==> src/rtl/if_id_stage.sv <==
// if_id_stage: fetch-to-decode pipeline register with field split; IF_ID_IMM_EN adds the immediate generator
module if_id_stage #(
    parameter logic [31:0] NOP_INSTR = 32'h0000_0013,
    parameter logic [31:0] RESET_PC  = 32'h0000_0000
) (
    input  logic        clk,
    input  logic        rst,
    input  logic [31:0] if_pc,
    input  logic [31:0] if_instr,
    input  logic        if_valid,
    input  logic        stall,
    input  logic        flush,
    output logic [31:0] id_pc,
    output logic [31:0] id_instr,
    output logic        id_valid,
    output logic [6:0]  id_opcode,
    output logic [4:0]  id_rd,
    output logic [2:0]  id_funct3,
    output logic [4:0]  id_rs1,
    output logic [4:0]  id_rs2,
    output logic [6:0]  id_funct7,
    output logic [31:0] id_imm,
    output logic        id_illegal
);
    logic [31:0] pc_d, pc_q, instr_d, instr_q;
    logic        valid_d, valid_q;
    logic        supported;

    // flush outranks stall so a redirect is never lost behind a stall
    always_comb begin
        pc_d    = (flush || !stall) ? if_pc : pc_q;
        instr_d = flush ? NOP_INSTR : stall ? instr_q : if_instr;
        valid_d = flush ? 1'b0 : stall ? valid_q : if_valid;
    end

    always_ff @(posedge clk or posedge rst) begin
        if (rst) begin
            pc_q    <= RESET_PC;
            instr_q <= NOP_INSTR;
            valid_q <= 1'b0;
        end else begin
            pc_q    <= pc_d;
            instr_q <= instr_d;
            valid_q <= valid_d;
        end
    end

    assign id_pc     = pc_q;
    assign id_instr  = instr_q;
    assign id_valid  = valid_q;
    assign id_opcode = instr_q[6:0];
    assign id_rd     = instr_q[11:7];
    assign id_funct3 = instr_q[14:12];
    assign id_rs1    = instr_q[19:15];
    assign id_rs2    = instr_q[24:20];
    assign id_funct7 = instr_q[31:25];

    always_comb begin
        supported = id_opcode inside {7'b0110011, 7'b0010011, 7'b0000011, 7'b0100011, 7'b1100011,
                                      7'b1101111, 7'b1100111, 7'b0110111, 7'b0010111};
    end

    assign id_illegal = valid_q && (!supported || instr_q[1:0] != 2'b11);

`ifdef IF_ID_IMM_EN
    always_comb begin
        id_imm = 32'h0;
        case (id_opcode)
            7'b0010011, 7'b0000011, 7'b1100111: id_imm = {{20{instr_q[31]}}, instr_q[31:20]};
            7'b0100011: id_imm = {{20{instr_q[31]}}, instr_q[31:25], instr_q[11:7]};
            7'b1100011: id_imm = {{19{instr_q[31]}}, instr_q[31], instr_q[7], instr_q[30:25], instr_q[11:8], 1'b0};
            7'b1101111: id_imm = {{11{instr_q[31]}}, instr_q[31], instr_q[19:12], instr_q[20], instr_q[30:21], 1'b0};
            7'b0110111, 7'b0010111: id_imm = {instr_q[31:12], 12'b0};
            default: id_imm = 32'h0;
        endcase
    end
`else
    assign id_imm = 32'h0;
`endif
endmodule

==> config.mk <==
export PLATFORM = sky130hd
export DESIGN_NAME = if_id_stage
export DESIGN_NICKNAME = d
export VERILOG_FILES = /design/src/rtl/if_id_stage.sv
export SDC_FILE = /design/constraint.sdc
export NUM_CORES = 1
export LEC_CHECK = 0
export CORE_MARGIN = 4
export CORE_UTILIZATION = 30
export DETAILED_ROUTE_END_ITERATION = 16
export HOLD_SLACK_MARGIN = 0.02
export PLACE_DENSITY = 0.8
export SYNTH_ARGS = -nofsm -noshare
export SYNTH_HDL_FRONTEND = slang
export SYNTH_SLANG_ARGS = --single-unit
==> constraint.sdc <==
create_clock -name clk -period 3.67 [get_ports clk]
set_input_delay 0.734 -clock clk [delete_from_list [all_inputs] [get_ports clk]]
set_output_delay 0.734 -clock clk [all_outputs]
set_load 0.005 [all_outputs]
## Word-level counts from Yosys, hierarchy flattened

Index checks and enable logic that the tools add are counted.

- Flip-flop bits (word level): 65
- Input bits: 69
- Output and inout port bits: 130
- Logic and storage cells: 24

- Eq/ne operators: 11
- Multiplexer cells: 4
- Reductions and logical operators: 6

Operators by type and width:

| cell | number |
|---|---|
| 32-bit two-way mux | 2 |
| 7-bit by 6-bit equality test with 1-bit output (second input constant) | 3 |
| 7-bit equality test (second input constant) | 3 |
| 7-bit by 5-bit equality test with 1-bit output (second input constant) | 2 |
| 9-bit nonzero test | 1 |
| 7-bit by 2-bit equality test with 1-bit output (second input constant) | 1 |
| 1-bit zero test | 2 |
| 1-bit logical OR | 2 |
| 1-bit two-way mux | 2 |
| 2-bit by 1-bit inequality test with 1-bit output (second input constant) | 1 |
| 2-bit inequality test (second input constant) | 1 |
| 1-bit logical AND | 1 |

## Logic depth before layout (Yosys ltp)

- Depth after elaboration: 5
- Mapped depth: 5
- Depth with buffers taken out: 3

## Worst setup path after synthesis

Ideal clock, no wire load.

- Path type: input -> register
- From: input port flush
- To: register pc_q[0], in the netlist id_pc[0]
- Arrival: 1.515 ns
- Path slack: 2.030 ns
- Stages on the path: 5
- Cells stage by stage: buf_6 nand2b_4 buf_6 buf_6 mux2_4

- Cells in the longest elaborated chain, start to end: 1

Ends and longest elaborated chain:

| element | RTL line | source |
|---|---|---|
| start: declaration | 12 | `input logic flush,` |
| 1-bit logical OR | 31 | `pc_d = (flush \|\| !stall) ? if_pc : pc_q;` |
| end signal: assignment | 42 | `pc_q <= pc_d;` |
| end: declaration | 25 | `logic [31:0] pc_d, pc_q, instr_d, instr_q;` |

Every way passes these cells.
A chain may end at the register's enable or synchronous reset.

## Worst setup path after layout

- From: register instr_q[4], in the netlist id_instr[4]
- To: output port id_illegal

- Cells in the longest elaborated chain, start to end: 5
- Elaborated cells on any way between the ends: 13

Ends and longest elaborated chain:

| element | RTL line | source |
|---|---|---|
| start: declaration | 25 |  |
| start signal: assignment | 43 | `instr_q <= instr_d;` |
| 7-bit by 6-bit equality test with 1-bit output, or another cell as far along | 59 | `supported = id_opcode inside {7'b0110011, 7'b0010011, 7'b0000011, 7'b0100011, 7'b1100011,` |
| 9-bit nonzero test (*) | 59 |  |
| 1-bit zero test (*) | 63 | `assign id_illegal = valid_q && (!supported \|\| instr_q[1:0] != 2'b11);` |
| 1-bit logical OR (*) | 63 |  |
| 1-bit logical AND (*) | 63 |  |
| end: declaration | 23 | `output logic id_illegal` |

Mark *: on every way between the ends. The rest lies on a longest branch, timed or not.

==> impl_results.md <==
* Outcome: completed
* Die Height at 111.2 µm
* CTS tree: built
* Worst Setup Start Kind: register
* Vias in the first global route at ~2.2k
* Clk root buf: clkbuf_8
* Clk buf depth at 2
* Clk_lat worst skew at 0.32 ns
* Crit Path Max Fanout at 5
* # diodes at 0
* Gate Count Post-Synth at 249
* # Max-Cap Violations at 0
* Netlist cell types at 18
* HP Start: id_pc[13]
* WL final at 7480 µm
* Final period util at 68.53%
* Syn-to-layout area delta at 48.84%
* Setup CP Type: register to output port
* Commonest non-fill, non-tap cell in the layout: clkdlybuf4s50_1
* Max Freq at 397.6 MHz
* H-tree Lvls at 3
* Ports at between 150 and 200
* Pre-antenna DRT Iters at 3
* Number of antenna violations at the first check in global routing at 1
* Port Buffers at 166
* Worst setup path start: id_instr[4]
* Hold Crit Class: register to register
* Max-slew headroom at 46.69%
* Minimum clock period at around 2.5 ns
* Clk_skew at 0 ns
* Largest net degree at the start of global routing at 66
* Final setup violation count at 0
* YS warnings at 0
* DPL Wire Length at 5681 µm
* Reg clk slew, reported paths at approximately 0.07 ns
* GP Congestion at roughly 0.74
* Count of state elements after synthesis at between 60 and 70
* First-pass GRT wire length at about 11000 µm
* VDD IR-drop max at roughly 0.00015 V
* Hold WS at about 0.5 ns
* RR Startpoint: id_pc[8]
* Worst setup EP type: output port
* WP data required at 2.94 ns
* Final Hold Fails at 0
* Gr usage total at 11.64%
* Die ar. at around 0.012 mm²
* Clk sink count at 65
* Setup TNS Final at 0 ns
* Routed wire length per instance at 14.27 µm
* Layout cells sized above 1 at approximately 14%
* Setup Buffers After CTS at 0
* Post-DR vias/cell at just over 4
* Power Density at 355.1 mW/mm²
* Power, Total at 1688 µW
* Final ANT Viol Nets at 0
* Worst-Margin Slew at 0.7996 ns
* Leak Pwr at 0.002179 µW
* CTS Hold Bufs at 0
* Starting Density at 30.80%
* Data arrival, critical path at 1.78 ns
* PostCTS Resize Cnt at 0
* DRC at 0
* Row cnt at 37
* Seq/Total Area, Yosys at 51.04%
* TritonCTS Buffers at 9
* DIE WIDTH at 111.2 µm
* Routed via count at 2155
* Gr ovfl total at 0
* Fill count at 960
* Leading cell types in the layout, fill and taps excluded: clkdlybuf4s50_1 (165), dfrtp_1 (62), conb_1 (32)
* Nets at 453
* Max-slew violation count at 0
* Synthesized cell area at ~0.0032 mm²
* Mean post-synth cell area at 12.83 µm²
* Placeable core area at 0.01037 mm²
* RSZ-0062 raised after global routing: no
* DRT iter0 DRCs at 78
-- metrics by stage --
step	setup slack [ns]	utilization [%]	area [µm²]	instances
after floorplan	1.315	-	3311	280
after global placement	1.037	44.21	4584	509
after global routing	1.048	45.85	4755	524
final	1.155	45.85	4755	524
after detailed placement	0.9734	44.21	4584	509
after CTS	1.113	45.85	4755	524
-- synthesized netlist by cell type, drive strengths merged --
master / n / area [µm²]
a211o: 3 / 26.28
a41oi: 1 / 8.760
buf: 73 / 564.3
clkbuf: 3 / 11.26
conb: 1 / 3.750
dfrtp: 62 / 1551
dfstp: 3 / 78.83
inv: 3 / 11.26
mux2: 32 / 473.0
mux2i: 30 / 300.3
nand2: 1 / 3.750
nand2b: 1 / 13.76
nor2: 30 / 112.6
nor2b: 4 / 25.02
o21ai: 2 / 10.01
-- cell type report --
type                    instances  area (µm²)  share of cell area, %
well taps                     136       170.2                  3.579
multi-input cells             136        1094                  23.00
flip-flops and latches         65        1630                  34.29
clock buffers                  10       137.6                  2.895
clock inverters                 5       32.53                 0.6842
repair buffers                169        1679                  35.32
inverters                       3       11.26                 0.2368
-- logic make-up (layout without fill, tap and decap cells) --
group,after synthesis,after routing,share of synthesized area [%]
AO/OA/AOI/OAI,6,6,1.410
AND/OR/NAND/NOR,36,36,4.857
buffers and inverters,79,187,18.37
other,1,32,0.1174
flip-flops,65,65,51.04
multiplexers,62,62,24.21
-- metal layers --
| metal | global-route usage [%] | routed length [µm] | part of all wire [%] | vias up |
|---|---|---|---|---|
| met5 | 0 | 13 | 0.17 | - |
| met4 | 3.650 | 74 | 0.99 | 2 |
| met3 | 5.677 | 842 | 11 | 8 |
| met2 | 20.39 | 3688 | 49 | 131 |
| met1 | 12.25 | 2860 | 38 | 1028 |
| li1 | - | - | - | 986 |
-- critical path, cell delays in order, from the launching register on --
cell and delay [ns]:
dfstp_2 0.59, o21ai_0 0.10, a41oi_1 0.22, clkdlybuf4s50_1 0.54
-- report_power, final --
part           total (µW)  switching [µW]  internal (µW)
Combinational         363             114            248
Sequential            807            37.7            769
Clock                 519             262            257
Total                1690             414           1270
-- path summary, 6_finish.rpt --
kind	to	slack, ns	cells after the start
max	id_illegal	1.15	3
min reg2reg	id_pc[13]	0.51	1
max reg2reg	id_pc[8]	2.89	1
max in group asynchronous	id_pc[13]	2.18	3
min	id_pc[13]	0.51	1
min in group asynchronous	id_instr[14]	0.97	3
-- sequential cells by signal, summed over array words and instances (netlist names) --
signal    flops
id_valid      1
id_pc        32
id_instr     32
Power figures use the tool's default switching activity.
